$ cat src/rtl/seq_detect_param_if.sv
// Configuration, serial data and status bundle for seq_detect_param.
// The master drives config and data; the slave (detector) drives status.
interface seq_detect_param_if #(
    parameter int MAX_LEN = 16,
    parameter int LEN_W   = 5,
    parameter int CNT_W   = 8
);
    logic               cfg_load;
    logic [MAX_LEN-1:0] cfg_pattern;
    logic [LEN_W-1:0]   cfg_len;
    logic               cfg_overlap;
    logic               din_valid;
    logic               din;
    logic               cnt_clr;
    logic               flag;
    logic [CNT_W-1:0]   match_cnt;
    logic [LEN_W-1:0]   fill;

    modport master (
        output cfg_load,
        output cfg_pattern,
        output cfg_len,
        output cfg_overlap,
        output din_valid,
        output din,
        output cnt_clr,
        input  flag,
        input  match_cnt,
        input  fill
    );

    modport slave (
        input  cfg_load,
        input  cfg_pattern,
        input  cfg_len,
        input  cfg_overlap,
        input  din_valid,
        input  din,
        input  cnt_clr,
        output flag,
        output match_cnt,
        output fill
    );
endinterface

$ cat src/rtl/seq_detect_param.sv
// Runtime-programmable serial pattern detector with overlap control,
// registered match pulse and saturating match counter.
module seq_detect_param #(
    parameter int MAX_LEN = 16,
    parameter int LEN_W   = 5,
    parameter int CNT_W   = 8
) (
    input  logic              clk,
    input  logic              rst_n,
    seq_detect_param_if.slave sd
);

    typedef enum logic [1:0] {
        IDLE    = 2'd0,
        FILLING = 2'd1,
        ARMED   = 2'd2
    } state_e;

    localparam logic [LEN_W-1:0]   MAX_L   = LEN_W'(MAX_LEN);
    localparam logic [LEN_W-1:0]   LEN_RST = LEN_W'(8);
    localparam logic [MAX_LEN-1:0] PAT_RST = MAX_LEN'(8'h55);
    localparam logic [CNT_W-1:0]   CNT_MAX = '1;

    state_e             state_q, state_d;
    logic [MAX_LEN-1:0] hist_q, hist_d;
    logic [MAX_LEN-1:0] pat_q, pat_d;
    logic [LEN_W-1:0]   len_q, len_d;
    logic               ovl_q, ovl_d;
    logic [LEN_W-1:0]   fill_q, fill_d;
    logic               flag_q, flag_d;
    logic [CNT_W-1:0]   cnt_q, cnt_d;

    logic [MAX_LEN-1:0] hist_nxt;
    logic [MAX_LEN-1:0] mask;
    logic [LEN_W-1:0]   fill_inc;
    logic [LEN_W-1:0]   len_clamp;
    logic               sample;
    logic               full;
    logic               hit;
    logic               drop;

    assign sample   = sd.din_valid & ~sd.cfg_load;
    assign hist_nxt = {hist_q[MAX_LEN-2:0], sd.din};
    assign fill_inc = (fill_q >= len_q) ? len_q : fill_q + LEN_W'(1);
    assign full     = (len_q != '0) && (fill_inc == len_q);

    assign len_clamp = (sd.cfg_len > MAX_L) ? MAX_L : sd.cfg_len;

    // Only the low L history bits take part in the compare.
    always_comb begin
        mask = '0;
        for (int i = 0; i < MAX_LEN; i++) begin
            mask[i] = (LEN_W'(i) < len_q);
        end
    end

    assign hit  = sample && full &&
                  (((hist_nxt ^ pat_q) & mask) == '0);
    assign drop = hit && !ovl_q;

    always_comb begin
        cnt_d = cnt_q;
        if (sd.cnt_clr) begin
            cnt_d = '0;
        end else if (hit && (cnt_q != CNT_MAX)) begin
            cnt_d = cnt_q + CNT_W'(1);
        end
    end

    always_comb begin
        state_d = state_q;
        hist_d  = hist_q;
        fill_d  = fill_q;
        flag_d  = 1'b0;
        pat_d   = pat_q;
        len_d   = len_q;
        ovl_d   = ovl_q;

        if (sd.cfg_load) begin
            pat_d   = sd.cfg_pattern;
            len_d   = len_clamp;
            ovl_d   = sd.cfg_overlap;
            hist_d  = '0;
            fill_d  = '0;
            state_d = IDLE;
        end else if (sample) begin
            hist_d = hist_nxt;
            fill_d = drop ? '0 : fill_inc;
            flag_d = hit;
            unique case (state_q)
                IDLE: begin
                    if (fill_d != '0) begin
                        state_d = full ? ARMED : FILLING;
                    end
                end
                FILLING: begin
                    if (full) begin
                        state_d = drop ? IDLE : ARMED;
                    end
                end
                ARMED: begin
                    if (drop) begin
                        state_d = IDLE;
                    end
                end
                default: begin
                    state_d = IDLE;
                end
            endcase
        end
    end

    always_ff @(posedge clk or negedge rst_n) begin
        if (!rst_n) begin
            state_q <= IDLE;
            hist_q  <= '0;
            fill_q  <= '0;
            flag_q  <= 1'b0;
            cnt_q   <= '0;
            pat_q   <= PAT_RST;
            len_q   <= LEN_RST;
            ovl_q   <= 1'b1;
        end else begin
            state_q <= state_d;
            hist_q  <= hist_d;
            fill_q  <= fill_d;
            flag_q  <= flag_d;
            cnt_q   <= cnt_d;
            pat_q   <= pat_d;
            len_q   <= len_d;
            ovl_q   <= ovl_d;
        end
    end

    assign sd.flag      = flag_q;
    assign sd.match_cnt = cnt_q;
    assign sd.fill      = fill_q;

endmodule

$ cat src/flat_wrapper.sv
// flat-port wrapper written by rule: the top's interface ports become plain ports
module seq_detect_param_flat 
#(
    parameter int MAX_LEN = 16,
    parameter int LEN_W   = 5,
    parameter int CNT_W   = 8
)
  (clk, rst_n, sd_cfg_load, sd_cfg_pattern, sd_cfg_len, sd_cfg_overlap, sd_din_valid, sd_din, sd_cnt_clr, sd_flag, sd_match_cnt, sd_fill);
  seq_detect_param_if #(.MAX_LEN(MAX_LEN), .LEN_W(LEN_W), .CNT_W(CNT_W)) sd_i ();
  input  logic clk;
  input  logic rst_n;
  input wire logic [$bits(sd_i.cfg_load)-1:0] sd_cfg_load;
  input wire logic [$bits(sd_i.cfg_pattern)-1:0] sd_cfg_pattern;
  input wire logic [$bits(sd_i.cfg_len)-1:0] sd_cfg_len;
  input wire logic [$bits(sd_i.cfg_overlap)-1:0] sd_cfg_overlap;
  input wire logic [$bits(sd_i.din_valid)-1:0] sd_din_valid;
  input wire logic [$bits(sd_i.din)-1:0] sd_din;
  input wire logic [$bits(sd_i.cnt_clr)-1:0] sd_cnt_clr;
  output wire logic [$bits(sd_i.flag)-1:0] sd_flag;
  output wire logic [$bits(sd_i.match_cnt)-1:0] sd_match_cnt;
  output wire logic [$bits(sd_i.fill)-1:0] sd_fill;
  assign sd_i.cfg_load = sd_cfg_load;
  assign sd_i.cfg_pattern = sd_cfg_pattern;
  assign sd_i.cfg_len = sd_cfg_len;
  assign sd_i.cfg_overlap = sd_cfg_overlap;
  assign sd_i.din_valid = sd_din_valid;
  assign sd_i.din = sd_din;
  assign sd_i.cnt_clr = sd_cnt_clr;
  assign sd_flag = sd_i.flag;
  assign sd_match_cnt = sd_i.match_cnt;
  assign sd_fill = sd_i.fill;
  seq_detect_param #(.MAX_LEN(MAX_LEN), .LEN_W(LEN_W), .CNT_W(CNT_W)) u_core (.clk(clk), .rst_n(rst_n), .sd(sd_i));
endmodule
$ cat config.mk
export PLATFORM = sky130hd
export DESIGN_NAME = seq_detect_param_flat
export DESIGN_NICKNAME = d
export VERILOG_FILES = /design/src/rtl/seq_detect_param_if.sv /design/src/rtl/seq_detect_param.sv /design/src/flat_wrapper.sv
export SDC_FILE = /design/constraint.sdc
export NUM_CORES = 1
export LEC_CHECK = 0
export CAP_MARGIN = 20
export CORE_ASPECT_RATIO = 1.25
export CORE_MARGIN = 2
export CORE_UTILIZATION = 40
export CTS_CLUSTER_SIZE = 28
export DETAILED_ROUTE_END_ITERATION = 10
export PLACE_DENSITY = 0.71
export SETUP_SLACK_MARGIN = 0.15
export SYNTH_ARGS = -nofsm -noshare
export SYNTH_HDL_FRONTEND = slang
export SYNTH_SLANG_ARGS = --single-unit
$ cat constraint.sdc
create_clock -name clk -period 2.3 [get_ports clk]
set_clock_uncertainty 0.15 [all_clocks]
set_input_delay 0.46 -clock clk [delete_from_list [all_inputs] [get_ports clk]]
set_output_delay 0.46 -clock clk [all_outputs]
set_load 0.005 [all_outputs]
### Word level (Yosys, flattened, before mapping)

Cells that the tools add are included.

| word-level totals | value |
|---|---|
| register bits after elaboration | 51 |
| logic and storage cells | 54 |

| operators by class | value |
|---|---|
| $add $sub $neg | 2 |
| order comparisons | 18 |
| eq/ne operators | 2 |
| muxes and demuxes | 11 |
| bitwise operators | 4 |
| reductions and logical operators | 10 |

Operators with widths:

| operator | number |
|---|---|
| $lt A4 B5 Y1 const A | 8 |
| $mux W15 | 2 |
| $mux W5 | 5 |
| $lt A3 B5 Y1 const A | 4 |
| $and A16 B16 Y16 | 1 |
| $logic_not A16 Y1 | 1 |
| $mux W8 | 2 |
| $xor A16 B16 Y16 | 1 |
| $lt A1 B5 Y1 const A | 2 |
| $lt A2 B5 Y1 const A | 2 |
| $add A8 B1 Y8 const B | 1 |
| $ne A8 B8 Y1 const B | 1 |
| $add A5 B1 Y5 const B | 1 |
| $eq A5 B5 Y1 | 1 |
| $ge A5 B5 Y1 | 1 |
| $gt A5 B5 Y1 const B | 1 |
| $logic_and A1 B1 Y1 | 5 |
| $reduce_bool A5 Y1 | 1 |
| $reduce_bool A2 Y1 | 2 |
| $mux W1 | 2 |
| $and A1 B1 Y1 | 1 |
| $logic_not A1 Y1 | 1 |
| $not A1 Y1 | 1 |

### Longest topological paths before layout

| logic depth | value |
|---|---|
| word-level depth | 10 |
| gate-level depth with buffers | 10 |

### Worst setup path before layout

Ideal clock, no wire load.

| path | value |
|---|---|
| path kind | register to register |
| start point | reg u_core.fill_q[0] (netlist: u_core.sd.fill[0]) |
| end point | reg u_core.cnt_q[2] (netlist: u_core.sd.match_cnt[2]) |
| arrival | 2.294 ns |
| setup slack | -0.268 ns |
| cell stages (with the launch flop) | 10 |
| buffers on the path | 1 |
| period minus slack after synthesis | 2.568 ns |
| cell sequence | dfrtp_1 ha_1 o21ba_2 a221oi_1 o2111ai_1 o211ai_1 nand3_2 buf_4 nor3b_1 mux2_2 |

| between the ends | value |
|---|---|
| cells in the longest elaborated chain, start to end | 8 |

RTL lines:

| element | RTL line | RTL |
|---|---|---|
| start, declared | seq_detect_param.sv:29 | `logic [LEN_W-1:0] fill_q, fill_d;` |
| start signal, assigned | seq_detect_param.sv:126 | `fill_q <= fill_d;` |
| $add A5 B1 Y5 or $ge A5 B5 Y1 (tied branches) | seq_detect_param.sv:44 | `assign fill_inc = (fill_q >= len_q) ? len_q : fill_q + LEN_W'(1);` |
| $mux W5 * | seq_detect_param.sv:44 |  |
| $eq A5 B5 Y1 * | seq_detect_param.sv:45 | `assign full = (len_q != '0) && (fill_inc == len_q);` |
| $logic_and A1 B1 Y1 * | seq_detect_param.sv:45 |  |
| $logic_and A1 B1 Y1 * (2 in a row) | seq_detect_param.sv:57 | `assign hit = sample && full &&` |
| $logic_and A1 B1 Y1 * | seq_detect_param.sv:65 | `end else if (hit && (cnt_q != CNT_MAX)) begin` |
| $reduce_bool A2 Y1 (no source line) * | - |  |
| end signal, assigned | seq_detect_param.sv:128 | `cnt_q <= cnt_d;` |
| end, declared | seq_detect_param.sv:31 | `logic [CNT_W-1:0] cnt_q, cnt_d;` |

Mark *: on every way between the ends. The rest lies on a longest branch, timed or not.
A chain may end at the register's enable or synchronous reset.

### Final worst setup path

| path | value |
|---|---|
| start point | reg u_core.fill_q[0] (netlist: u_core.sd.fill[0]) |
| end point | reg u_core.cnt_q[4] (netlist: u_core.sd.match_cnt[4]) |

The elaborated chain is that of the path after synthesis.

==> summary.txt <==
Worst setup path
  • CP peak stage delay: approximately 0.46 ns
  • Worst setup EP type: flop
  • CP cell instances: ha_4, o21ba_4, a221oi_2, o2111ai_1, o211ai_1, nand3_4, buf_6, or4_4, a21oi_2
  • Arr. time, crit path: approximately 2.7 ns
  • Slowest cell on the critical path: dfrtp_2
  • R2R Setup Slk: -0.26 ns
  • Worst r2r dst: u_core.sd.match_cnt[4]
  • RR Startpoint: u_core.sd.fill[0]
  • Crit path max-delay family: compound AO/OA/AOI/OAI gates
  • Bufs and invs on worst path: 1
  • Setup Crit Path Kind: reg2reg
  • Worst Reg-to-Reg Cells: 9
  • Critical path required time: about 2.4 ns
  • Startpoint types: flop
  • Crit-path max FO: 4

Min path
  • Hold Startpoint: u_core.pat_q[15]
  • Hold WC Path Type: reg2reg
  • Hold path endpoint: u_core.pat_q[15]
  • Worst Hold Depth: 1

Yosys
  • Flops & latches, synth: between 50 and 60
  • Post-synth ARST share: between 90% and 100%
  • Cells after Synth: about 270
  • Sequential share of the synthesized area: a little under half
  • Most frequent cell after synthesis: dfrtp_1
  • Synthesis Warnings: 0
  • Top cell type's share of synthesized area: a little over 40%
  • Mapped Nets: around 300
  • Distinct cell type count after synthesis: between 40 and 50
  • Top cells by area, synth: dfrtp_1 41%, mux2_2 7.7%, mux2i_1 5.8%
  • EDFF count, synth: 0
  • Ys flop type: dfrtp_1
  • Synth Cell Area: around 0.0028 mm^2
  • Cell taking the most area after synthesis: dfrtp_1
  • Top post-synthesis cells by count: 45 x dfrtp_1, 26 x nor2_1, 19 x mux2_2, 18 x nand2_1, 17 x o21ai_0
  • Mapped Avg Cell Area: roughly 10 um^2

Power
  • Logic pwr share: about 30%
  • Clock network power share: about a quarter
  • Leak Pwr: ~0.0017 uW
  • Pwr dens: roughly 570 mW/mm^2
  • P_int: between 1500 and 2000 uW
  • Sequential share of power: a little under half
  • VDD IR max: between 0.0003 and 0.0004 V
  • Net switching power of the design: 686 uW
  • Switching Fraction: a little under a third

Timing
  • RSZ-0062 raised after global routing: true
  • Final Cycle Share: 112%
  • Hold Vio Cnt, Final: 0
  • Slew HR: a little under two thirds
  • Finish-stage setup viols: 13
  • Setup ws final: -0.265 ns
  • Final Max Slew Viols: 0
  • Least-Margin Pin Slew: 0.541 ns
  • Final min period: between 2 and 3 ns
  • Max Freq: about 390 MHz
  • Final hold slack: 0.393 ns

Global route
  • Grt peak-use layer: met2
  • Vias in the first global route: ~2,300
  • GRT Total Usage: between 10% and 20%
  • Met2 Usage GRT: between 30% and 40%
  • Met1 Usage GRT: between 20 and 25%
  • First-pass GRT wire length: about 11 mm
  • Met3 Resource Use GR: under 10%
  • Antenna violations before repair: 0
  • GR Overflow Total: 0
  • Largest net degree at the start of global routing: 42

Floorplan
  • Die ar.: ~0.0076 mm^2
  • Die width: between 70 and 80 um
  • Chip height: between 90 and 100 um
  • Starting Density: a little over two fifths
  • Site Rows: 33
  • Core ar.: 0.00665 mm^2
  • Boundary pin count: 42

Layout
  • Antenna diode count: 0
  • Storage cell area: 0.00129 mm^2
  • Area of the multi-input gates: 0.00158 mm^2
  • Area growth syn-to-layout: 40.0%
  • Share of layout cells above drive strength 1: approximately a third
  • NumNets Final: around 380
  • Fill cell count: roughly 560

Clock tree
  • CTS Buffer Depth: 2
  • Clock insertion delay at the later pin of the skew report: 0.31 ns
  • Total CTS buffers: 5
  • Clock root cell: clkbuf_8
  • Clk sinks: 51
  • CTS tree: yes
  • CTS clk-pin slew, worst paths: around 0.1 ns
  • Htree depth: 2

Placement
  • Pre-CTS WS: -0.642 ns
  • IO Port Bufs: 41
  • Routability cong.: 0.881
  • Detailed Place HPWL: 4.71 mm

Status
  • Outcome: complete, but fails checks
  • Failing checks: setup timing

Detailed routing
  • Routed Antenna Nets: 0
  • WL per Instance: around 16 um
  • DRT Wirelength: 6.77 mm
  • Drt first pass iters: 4
  • # DRC: 0
  • Iter 0 DRT Violations: 102
  • DR vias/cell: around 5.3
  • Vias: 2,311

Run
  • Max-cap violations: 0
[power by group through the flow]
stage	sequential (uW)	combinational [uW]	clock, uW
floorplan	1020	310	0
global placement	1030	528	0
detailed placement	1030	538	0
CTS	1020	612	556
global route	1030	724	589
finish	1020	665	539
[flip-flops by register name, indices dropped and copies added (netlist names)]
signal               flops
u_core.pat_q            16
u_core.hist_q           15
u_core.sd.match_cnt      8
u_core.len_q             5
u_core.sd.fill           5
u_core.ovl_q             1
u_core.sd.flag           1
[placed cells by master (no fill, tap or decap), drive strengths merged, types with 3 or more instances in the layout]
cell / synthesis / routed
dfstp: 6 / 6
clkbuf: 9 / 5
nor3b: 3 / 3
nor2b: 3 / 3
nor2: 27 / 27
mux2: 19 / 19
o2111ai: 3 / 3
buf: 5 / 46
xor2: 9 / 9
dfrtp: 45 / 45
o21ai: 17 / 17
nand2b: 3 / 3
inv: 9 / 11
ha: 7 / 7
mux2i: 16 / 16
nand2: 18 / 18
a21oi: 13 / 13
xnor2: 13 / 13
nand3: 8 / 9
clkdlybuf4s50: 0 / 39
[cell families (layout without fill, tap and decap cells)]
| logic type | after synthesis | after routing | synth area share, % |
|---|---|---|---|
| simple gates | 75 | 76 | 13.7 |
| compound gates | 53 | 53 | 12.6 |
| fa+ha+maj | 8 | 8 | 3.53 |
| flops | 51 | 51 | 46.4 |
| buf+inv | 23 | 104 | 3.39 |
| mux | 35 | 35 | 13.5 |
| xor+xnor | 22 | 22 | 6.96 |
[worst max-delay path by stage]
stage | end | slack, ns | cells past startpoint | start
after CTS | u_core.sd.match_cnt[5] | -0.21 | 9 | u_core.len_q[3]
after global placement | u_core.sd.match_cnt[7] | -0.58 | 8 | sd_din
after detailed placement | u_core.sd.match_cnt[7] | -0.64 | 8 | sd_din
final | u_core.sd.match_cnt[4] | -0.26 | 9 | u_core.sd.fill[0]
after global routing | u_core.sd.match_cnt[4] | -0.40 | 9 | u_core.sd.fill[0]
after floorplan | u_core.sd.match_cnt[2] | -0.07 | 9 | u_core.sd.fill[0]
[stage by stage]
step	util, %	TNS, ns	instances	total power, uW	cell area (um^2)
floorplan	-	-0.0788	267	1330	2820
global placement	53.2	-5.62	417	1560	3540
detailed placement	53.2	-6.49	417	1570	3540
CTS	57.1	-1.64	435	2190	3790
global route	58.3	-4.25	436	2340	3870
finish	58.3	-2.55	436	2220	3870
[routing by layer]
| metal | vias up | routed length [um] | share of wire, % |
|---|---|---|---|
| met1 | 1136 | 3040 | 45 |
| met3 | 7 | 212 | 3.1 |
| met4 | 0 | 69 | 1.0 |
| met5 | - | 0 | 0 |
| li1 | 1108 | - | - |
| met2 | 60 | 3450 | 51 |
[layout make-up]
class / instances / share of cell area, %
inverters: 9 / 0.872
multi-input cells: 194 / 40.7
clock buffers: 5 / 1.78
well taps: 87 / 2.81
repair buffers: 87 / 19.9
flip-flops and latches: 51 / 33.2
clock inverters: 3 / 0.711
[worst reg2reg max path, cell delays in order, from the launching register on]
cell and delay [ns]:
dfrtp_2 0.46, ha_4 0.19, o21ba_4 0.19, a221oi_2 0.24, o2111ai_1 0.16, o211ai_1 0.25, nand3_4 0.16, buf_6 0.17
or4_4 0.41, a21oi_2 0.12
[what timing repair did]
action                                 4_1_cts  5_1_grt
pin swaps                                   21        8
endpoints found under the hold margin       32        0
hold buffers                                 1        0
setup buffers                                8        1
gates resized for setup                     20       17
setup endpoints to repair                   14       14
cloned                                       1        0
No activity file was read; power rests on OpenSTA's default activity.
